`src/rtl/calc_pkg.sv`:
```
// rtl/calc_pkg.sv - Shared encodings, FSM state type and counter sizing for seq_calculator.
package calc_pkg;

    localparam logic [1:0] OP_ADD = 2'b00;
    localparam logic [1:0] OP_SUB = 2'b01;
    localparam logic [1:0] OP_MUL = 2'b10;
    localparam logic [1:0] OP_DIV = 2'b11;

    typedef enum logic [1:0] {
        IDLE = 2'b00,
        RUN  = 2'b01,
        DONE = 2'b10
    } state_t;

    // Bits needed to hold an iteration count from 0 up to width inclusive.
    function automatic int cnt_width(input int width);
        return $clog2(width + 1);
    endfunction

endpackage

```
`src/rtl/seq_muldiv.sv`:
```
// rtl/seq_muldiv.sv - Iterative shift-add multiplier / restoring divider datapath.
// The divider half is compiled in only when CALC_DIV_EN is defined.
module seq_muldiv
    import calc_pkg::*;
#(
    parameter int WIDTH = 4
) (
    input  logic                 clk,
    input  logic                 rst,
    input  logic                 load,
    input  logic                 step,
`ifdef CALC_DIV_EN
    input  logic                 div_mode,
`endif
    input  logic [WIDTH-1:0]     a,
    input  logic [WIDTH-1:0]     b,
    output logic                 last,
    output logic [2*WIDTH-1:0]   result
);

    localparam int CW = cnt_width(WIDTH);

    logic [WIDTH-1:0] hi;
    logic [WIDTH-1:0] lo;
    logic [WIDTH-1:0] opnd;
    logic [CW-1:0]    count;
    logic [WIDTH-1:0] nxt_hi;
    logic [WIDTH-1:0] nxt_lo;
    logic [WIDTH:0]   sum;
`ifdef CALC_DIV_EN
    logic             div_q;
    logic [WIDTH:0]   trial;
    logic [WIDTH:0]   diff;
`endif

    // hi is the product high half (mul) or partial remainder (div); lo holds the
    // multiplier being shifted out (mul) or the dividend/quotient (div).
    always_comb begin
        sum    = {1'b0, hi} + (lo[0] ? {1'b0, opnd} : '0);
        nxt_hi = sum[WIDTH:1];
        nxt_lo = {sum[0], lo[WIDTH-1:1]};
`ifdef CALC_DIV_EN
        trial = {hi, lo[WIDTH-1]};
        diff  = trial - {1'b0, opnd};
        if (div_q) begin
            if (!diff[WIDTH]) begin
                nxt_hi = diff[WIDTH-1:0];
                nxt_lo = {lo[WIDTH-2:0], 1'b1};
            end else begin
                nxt_hi = trial[WIDTH-1:0];
                nxt_lo = {lo[WIDTH-2:0], 1'b0};
            end
        end
`endif
    end

    always_ff @(posedge clk or posedge rst) begin
        if (rst) begin
            hi    <= '0;
            lo    <= '0;
            opnd  <= '0;
            count <= '0;
`ifdef CALC_DIV_EN
            div_q <= 1'b0;
`endif
        end else if (load) begin
            hi    <= '0;
            lo    <= a;
            opnd  <= b;
            count <= CW'(WIDTH);
`ifdef CALC_DIV_EN
            div_q <= div_mode;
`endif
        end else if (step && count != '0) begin
            hi    <= nxt_hi;
            lo    <= nxt_lo;
            count <= count - CW'(1);
        end
    end

    assign last   = (count == CW'(1));
    assign result = {nxt_hi, nxt_lo};

endmodule

```
`src/rtl/seq_calculator.sv`:
```
// rtl/seq_calculator.sv - Multi-cycle unsigned add/sub/mul/div calculator with start/busy/done.
// Division is available only when CALC_DIV_EN is defined; otherwise OP=11 is flagged illegal.
module seq_calculator
    import calc_pkg::*;
#(
    parameter int WIDTH = 4
) (
    input  logic                 clk,
    input  logic                 rst,
    input  logic                 start,
    input  logic [1:0]           OP,
    input  logic [WIDTH-1:0]     A,
    input  logic [WIDTH-1:0]     B,
    output logic                 busy,
    output logic                 done,
    output logic [2*WIDTH-1:0]   out,
    output logic                 overflow,
    output logic                 div_by_zero
);

    state_t             state;
    logic               is_iter;
    logic               load;
    logic               last;
    logic [2*WIDTH-1:0] iter_result;
    logic [WIDTH:0]     add_sum;
    logic [WIDTH-1:0]   sub_diff;
`ifdef CALC_DIV_EN
    logic               div_zero_q;

    assign is_iter = (OP == OP_MUL) || (OP == OP_DIV);
`else
    assign is_iter = (OP == OP_MUL);
`endif

    assign load     = start && (state != RUN) && is_iter;
    assign add_sum  = {1'b0, A} + {1'b0, B};
    assign sub_diff = A - B;

    seq_muldiv #(
        .WIDTH    (WIDTH)
    ) u_muldiv (
        .clk      (clk),
        .rst      (rst),
        .load     (load),
        .step     (state == RUN),
`ifdef CALC_DIV_EN
        .div_mode (OP == OP_DIV),
`endif
        .a        (A),
        .b        (B),
        .last     (last),
        .result   (iter_result)
    );

    always_ff @(posedge clk or posedge rst) begin
        if (rst) begin
            state       <= IDLE;
            busy        <= 1'b0;
            done        <= 1'b0;
            out         <= '0;
            overflow    <= 1'b0;
            div_by_zero <= 1'b0;
`ifdef CALC_DIV_EN
            div_zero_q  <= 1'b0;
`endif
        end else begin
            done <= 1'b0;
            case (state)
                IDLE, DONE: begin
                    state <= IDLE;
                    if (start) begin
                        if (is_iter) begin
                            busy  <= 1'b1;
                            state <= RUN;
`ifdef CALC_DIV_EN
                            div_zero_q <= (OP == OP_DIV) && (B == '0);
`endif
                        end else begin
                            done        <= 1'b1;
                            state       <= DONE;
                            div_by_zero <= 1'b0;
                            case (OP)
                                OP_ADD: begin
                                    out      <= {{(WIDTH-1){1'b0}}, add_sum};
                                    overflow <= add_sum[WIDTH];
                                end
                                OP_SUB: begin
                                    out      <= {{WIDTH{1'b0}}, sub_diff};
                                    overflow <= (A < B);
                                end
                                default: begin
                                    out      <= '0;
                                    overflow <= 1'b1;
                                end
                            endcase
                        end
                    end
                end
                RUN: begin
                    if (last) begin
                        out      <= iter_result;
                        overflow <= 1'b0;
`ifdef CALC_DIV_EN
                        div_by_zero <= div_zero_q;
`else
                        div_by_zero <= 1'b0;
`endif
                        busy  <= 1'b0;
                        done  <= 1'b1;
                        state <= DONE;
                    end
                end
                default: state <= IDLE;
            endcase
        end
    end

endmodule

```
`config.mk`:
```
export PLATFORM = sky130hd
export DESIGN_NAME = seq_calculator
export DESIGN_NICKNAME = d
export VERILOG_FILES = /design/src/rtl/calc_pkg.sv /design/src/rtl/seq_muldiv.sv /design/src/rtl/seq_calculator.sv
export SDC_FILE = /design/constraint.sdc
export NUM_CORES = 1
export LEC_CHECK = 0
export CORE_ASPECT_RATIO = 0.5
export CORE_MARGIN = 5
export CORE_UTILIZATION = 53
export DETAILED_ROUTE_END_ITERATION = 6
export GPL_TIMING_DRIVEN = 0
export PLACE_DENSITY = 0.87
export SLEW_MARGIN = 40
export SYNTH_ARGS = -nofsm -noshare
export SYNTH_HDL_FRONTEND = slang
export SYNTH_SLANG_ARGS = --single-unit
```
`constraint.sdc`:
```
create_clock -name clk -period 2.1 [get_ports clk]
set_input_delay 0.42 -clock clk [delete_from_list [all_inputs] [get_ports clk]]
set_output_delay 0.42 -clock clk [all_outputs]
set_load 0.1 [all_outputs]
```
==> results.cfg, run 1 <==
[logic_synthesis]
async_reset_ff_share_pct = 100
ys_seq_elements = 28
synth_edf_count = 0
syn_avg_cell_area_um2 = 9.89
yosysTopAreaCell = dfrtp_1
netlist_instances = 170
synth_cell_types = 39
ys_warn_count = 0
synth_seq_area_share_pct = 41.7
syn_area_um2 = 1680
synth_top_area_share_pct = 41.7
syn_nets = 201
ys.flop_type = dfrtp_1
ys_top_cells_by_area = dfrtp_1 42%, ha_1 11%, a21oi_1 4.5%

[sta]
slew_viol_final = 0
hold_viol = 0
relSlewSlack_pct = 59.3
rsz0062_at_grt = true
worstMarginPinSlew_ps = 610
fin_crit_sh_pct = 100
max_freq_mhz = 475
skew_ps = 12.3
setup_viol = 1
setup_ws_ps = -5.18
finalCriticalPeriod_ps = 2110
finalSetupTns_ps = -5.18

[finish]
syn2layout_area_growth_pct = 19.8
layout_common_cells = 28 x dfrtp_1, 16 x nand2_1, 15 x inv_1, 15 x a21oi_1, 12 x ha_1
fill_cells = 251
diodes = 0
layout_commonest_cell = dfrtp_1
fin_cells = 237
drive_gt1_share_pct = 16.2
fin_nets = 229

[global_route]
antenna_found_initial = 0
grt_usage_pct = 19.5
grt_pass1_vias = 1359
grt_pass1_wl_mm = 6.76
grt_max_degree = 29
grt_overflow_total = 0

[die]
io_pins = 25
die_h_um = 49.8
core-area_um2 = 3030
dieArea_um2 = 4470
die_w_um = 89.7
row_count = 14
start_util_pct = 55.5

[worst_setup_path]
cp-start-kind = input port
required_ps = 2270
startpoint = A[0]
worst_setup_path_end_kind = flop
reg2reg_from = u_muldiv.lo[0]
cp_max_fo = 2
cp.arrival_ps = 2270
r2r_cells = 6
path_class = in -> reg

[route]
wl_per_cell_um = 16.5
wirelength_mm = 3.90
remaining_drc_errors = 0
vias = 1367
drtIter0Drc = 123
viasPerCell = 5.77
drtPass1Iterations = 4
route.antenna.remaining_nets = 0

[placement]
globalplace.congestion = 0.862
io_buffers = 23
dp.cells = 233
post-dp-hpwl_mm = 2.84

[worst_hold_path]
hold_class = in -> async

[flow_run]
maxCapViolCount = 0

[outcome]
violations = negative setup slack
outcome = finished, violations left

[clock_network]
root_buffer = clkbuf_8
htreeDepth = 1
clock_latency_ps = 290
clkTransAtPathRegs_ps = 110
numCtsBuffers = 3
clk_path_buf_depth = 2
cts_sinks = 28
cts_tree = yes

[power_and_ir_drop]
combPwrFrac_pct = 52.3
ir_worst_vdd_uv = 841
power.internal_uw = 1390
pwr-share-seq_pct = 31.9
clkPwrFrac_pct = 15.9
p_leak_uw = 0.000979
switching_share_pct = 49.3
power_density_nw_per_um2 = 1360
switchingPower_uw = 1350
==> power by group through the flow <==
stage / combinational [uW] / sequential, uW / clock, uW
final: 1440 / 875 / 435
after global routing: 1540 / 900 / 471
after CTS: 1410 / 870 / 441
after detailed placement: 1390 / 879 / 0
after global placement: 1420 / 872 / 0
after floorplan: 574 / 1390 / 0
==> synth_stat cells, types with 3 or more instances <==
master	instances
xnor2_1	4
nand3_1	5
dfrtp_1	28
o22ai_1	6
and2_1	4
nand2_1	16
ha_1	15
fa_1	3
o21ai_0	10
a21oi_1	15
a21o_1	3
mux2_4	4
nand2b_1	3
nor2_1	7
inv_1	16
==> cell families (layout without fill, tap and decap cells) <==
group | Yosys count | after routing | synth area share (%)
multiplexers | 5 | 5 | 4.17
flip-flops | 28 | 28 | 41.7
AND/OR/NAND/NOR | 45 | 45 | 13.6
XOR/XNOR | 5 | 5 | 2.60
AO/OA/AOI/OAI | 47 | 47 | 17.4
other | 1 | 1 | 0.223
adder cells (fa/ha/maj) | 18 | 18 | 14.7
buffers and inverters | 21 | 48 | 5.58
==> stage by stage <==
step	util, %	total power, uW	instance area, um2	worst slack, ps	hold slack [ps]
after floorplan	-	1960	1680	365	468
after global placement	64.7	2290	1960	-247	475
after detailed placement	62.9	2270	1910	-368	479
after CTS	65.5	2720	1980	25.4	501
after global routing	66.5	2910	2010	-37.3	528
final	66.5	2750	2010	-5.18	499
==> routing by layer <==
layer | track usage (%) | vias to the layer above | share of wire [%]
met5 | 0 | - | 0
met4 | 4.21 | 0 | 1.3
met1 | 28.7 | 674 | 45
met3 | 3.16 | 5 | 5.8
met2 | 30.1 | 48 | 47
li1 | - | 640 | -
==> worst max-delay path, cell delays in order <==
cell             delay, ps
clkdlybuf4s50_1        490
inv_1                   70
ha_2                   210
fa_1                   380
mux2i_1                180
xnor2_1                170
nor3_2                  70
a21oi_1                180
a21oi_1                100
==> timing repair <==
action,in CTS,in global routing
resized for setup,2,8
endpoints found under the setup margin,1,5
buffers inserted,0,0
pin swaps,0,2
hold endpoints to repair,0,0
hold buffers,0,0
==> final timing paths <==
path / slack, ps / to
max: -5 / out[2]
min: 500 / busy
max reg2reg: 280 / out[7]
min reg2reg: 500 / out[4]
max in group asynchronous: 1190 / u_muldiv.opnd[0]
min in group clk: 500 / out[4]
==> registers in the layout (all words and copies together) (netlist names) <==
signal	count
out	8
done	1
state	2
u_muldiv.lo	4
u_muldiv.count	3
u_muldiv.opnd	4
busy	1
u_muldiv.hi	4
overflow	1
==> layout make-up <==
type	count	area, um2	area share, %
well taps	40	50.0	2.48
clock buffers	3	41.3	2.05
repair buffers	23	180	8.94
plain buffers	5	33.8	1.68
flip-flops and latches	28	701	34.8
multi-input cells	121	918	45.6
clock inverters	1	30.0	1.49
inverters	16	60.1	2.98
(Power assumes the default switching activity.)
==> run 2: changes to the inputs <==
--- a/config.mk
+++ b/config.mk
@@ -11,6 +11,7 @@
 export DETAILED_ROUTE_END_ITERATION = 6
 export GPL_TIMING_DRIVEN = 0
 export PLACE_DENSITY = 0.87
+export SKIP_CTS_REPAIR_TIMING = 1
 export SLEW_MARGIN = 40
 export SYNTH_ARGS = -nofsm -noshare
 export SYNTH_HDL_FRONTEND = slang
==> run 2 against run 1 <==
The flow now finishes without violations. Hold slack barely moved. Wire length rose by 4.7%. Global-route usage did not move. Die area did not move. Largest cell class unchanged. Largest power group unchanged.
==> results.cfg, run 2 (synthesis gave the netlist of run 1 again) <==
[outcome]
outcome = finished, final reports clean

[die]
die_h_um = 49.8
row_count = 14
io_pins = 25
start_util_pct = 55.5
dieArea_um2 = 4470
die_w_um = 89.7
core-area_um2 = 3030

[worst_setup_path]
path_cells = clkdlybuf4s50_1 > inv_2 > ha_4 > fa_2 > mux2i_1 > xnor2_1 > nor3_2 > a21oi_1 > a21oi_1
ff2ff_setup_slack_ps = 290
r2r_cells = 6
slowest_stage = clkdlybuf4s50_1
path_class = in -> reg
cp_max_fo = 2
reg2reg_from = u_muldiv.lo[0]
worst_setup_path_end_kind = flop
cpPeakStageDelay_ps = 520
cp.arrival_ps = 2230
required_ps = 2270
crit_top_cell = a21oi_1
cp-start-kind = input port
r2r-end = out[7]

[power_and_ir_drop]
p_leak_uw = 0.000988
power_uw = 2770
switchingPower_uw = 1370
switching_share_pct = 49.6
ir_worst_vdd_uv = 854
power_density_nw_per_um2 = 1360
clkPwrFrac_pct = 15.9
combPwrFrac_pct = 52.3
pwr-share-seq_pct = 31.8
power.internal_uw = 1390

[sta]
fin_crit_sh_pct = 98.1
setup_viol = 0
finalCriticalPeriod_ps = 2060
whs_ps = 499
worstMarginPinSlew_ps = 664
hold_viol = 0
slew_viol_final = 0
skew_ps = 9.74
max_freq_mhz = 485
relSlewSlack_pct = 55.7

[clock_network]
cts_tree = yes
clock_latency_ps = 290
clk_path_buf_depth = 2
clkTransAtPathRegs_ps = 100
numCtsBuffers = 3
cts_sinks = 28
htreeDepth = 1
root_buffer = clkbuf_8

[placement]
io_buffers = 23
post-dp-hpwl_mm = 2.84
globalplace.congestion = 0.862

[route]
remaining_drc_errors = 0
drtIter0Drc = 165
vias = 1380
route.antenna.remaining_nets = 0
drtPass1Iterations = 4
wl_per_cell_um = 17.2
viasPerCell = 5.82
wirelength_mm = 4.08

[global_route]
antenna_found_initial = 0
grt_usage_pct = 19.5
grt_pass1_vias = 1360
grt_pass1_wl_mm = 6.76
grt_overflow_total = 0
grt_max_degree = 29

[flow_run]
maxCapViolCount = 0

[finish]
layout_common_cells = 28 x dfrtp_1, 16 x nand2_1, 15 x a21oi_1, 14 x inv_1, 12 x ha_1
largest_register_ffs = 8
layout_commonest_cell = dfrtp_1
fin_nets = 229
syn2layout_area_growth_pct = 20.7
regMostFlops = out
diodes = 0
drive_gt1_share_pct = 17.3

[worst_hold_path]
hold_class = in -> async
[run 2: cell type report]
cell class	count	area (um2)
clock buffer	3	41.3
timing repair buffer	23	183
sequential	28	701
multi-input combinational	121	931
inverter	16	60.1
fill	248	1000
buffer	5	33.8
tap	40	50.0
clock inverter	1	30.0
[run 2: per-stage QoR]
| step | worst slack [ps] | cells | area, um2 | utilization [%] | setup TNS (ps) |
|---|---|---|---|---|---|
| after floorplan | 365 | 170 | 1680 | - | 0 |
| after global placement | -247 | 233 | 1960 | 64.7 | -971 |
| after detailed placement | -368 | 233 | 1910 | 62.9 | -1220 |
| after CTS | -72.2 | 237 | 1980 | 65.3 | -72.2 |
| after global routing | -9.65 | 237 | 2030 | 67.0 | -9.65 |
| final | 40.0 | 237 | 2030 | 67.0 | 0 |
[run 2: how the worst max path moves through the flow]
stage          startpoint      to  depth (start not counted)
6_report             A[0]  out[2]                          9
5_1_grt              A[0]  out[2]                          9
4_1_cts              B[0]  out[1]                          7
3_5_place_dp         A[0]  out[1]                          7
3_3_place_gp         A[0]  out[1]                          7
2_1_floorplan        A[0]  out[1]                          6
[run 2: power by group through the flow]
stage	combinational (uW)	clock (uW)	sequential, uW
floorplan	574	0	1390
global placement	1420	0	872
detailed placement	1390	0	879
CTS	1410	441	870
global route	1550	471	904
finish	1450	440	880
[run 2: routing by layer]
metal,share of wire (%),vias to the layer above,global-route usage (%),wire (um)
met4,0.98,0,4.21,40
met3,6.7,5,3.16,273
met2,50,63,30.1,2060
met5,0,-,0,0
met1,42,678,28.7,1710
li1,-,634,-,-
[run 2: worst max-delay path, delay by kind of cell]
family,cells,cell delay [ps]
buffers and inverters,2,590
and+or+nand+nor,1,60
muxes,1,170
xor gates and xnor gates,1,170
adders and majority gates,2,560
AOI/OAI and AO/OA,2,250
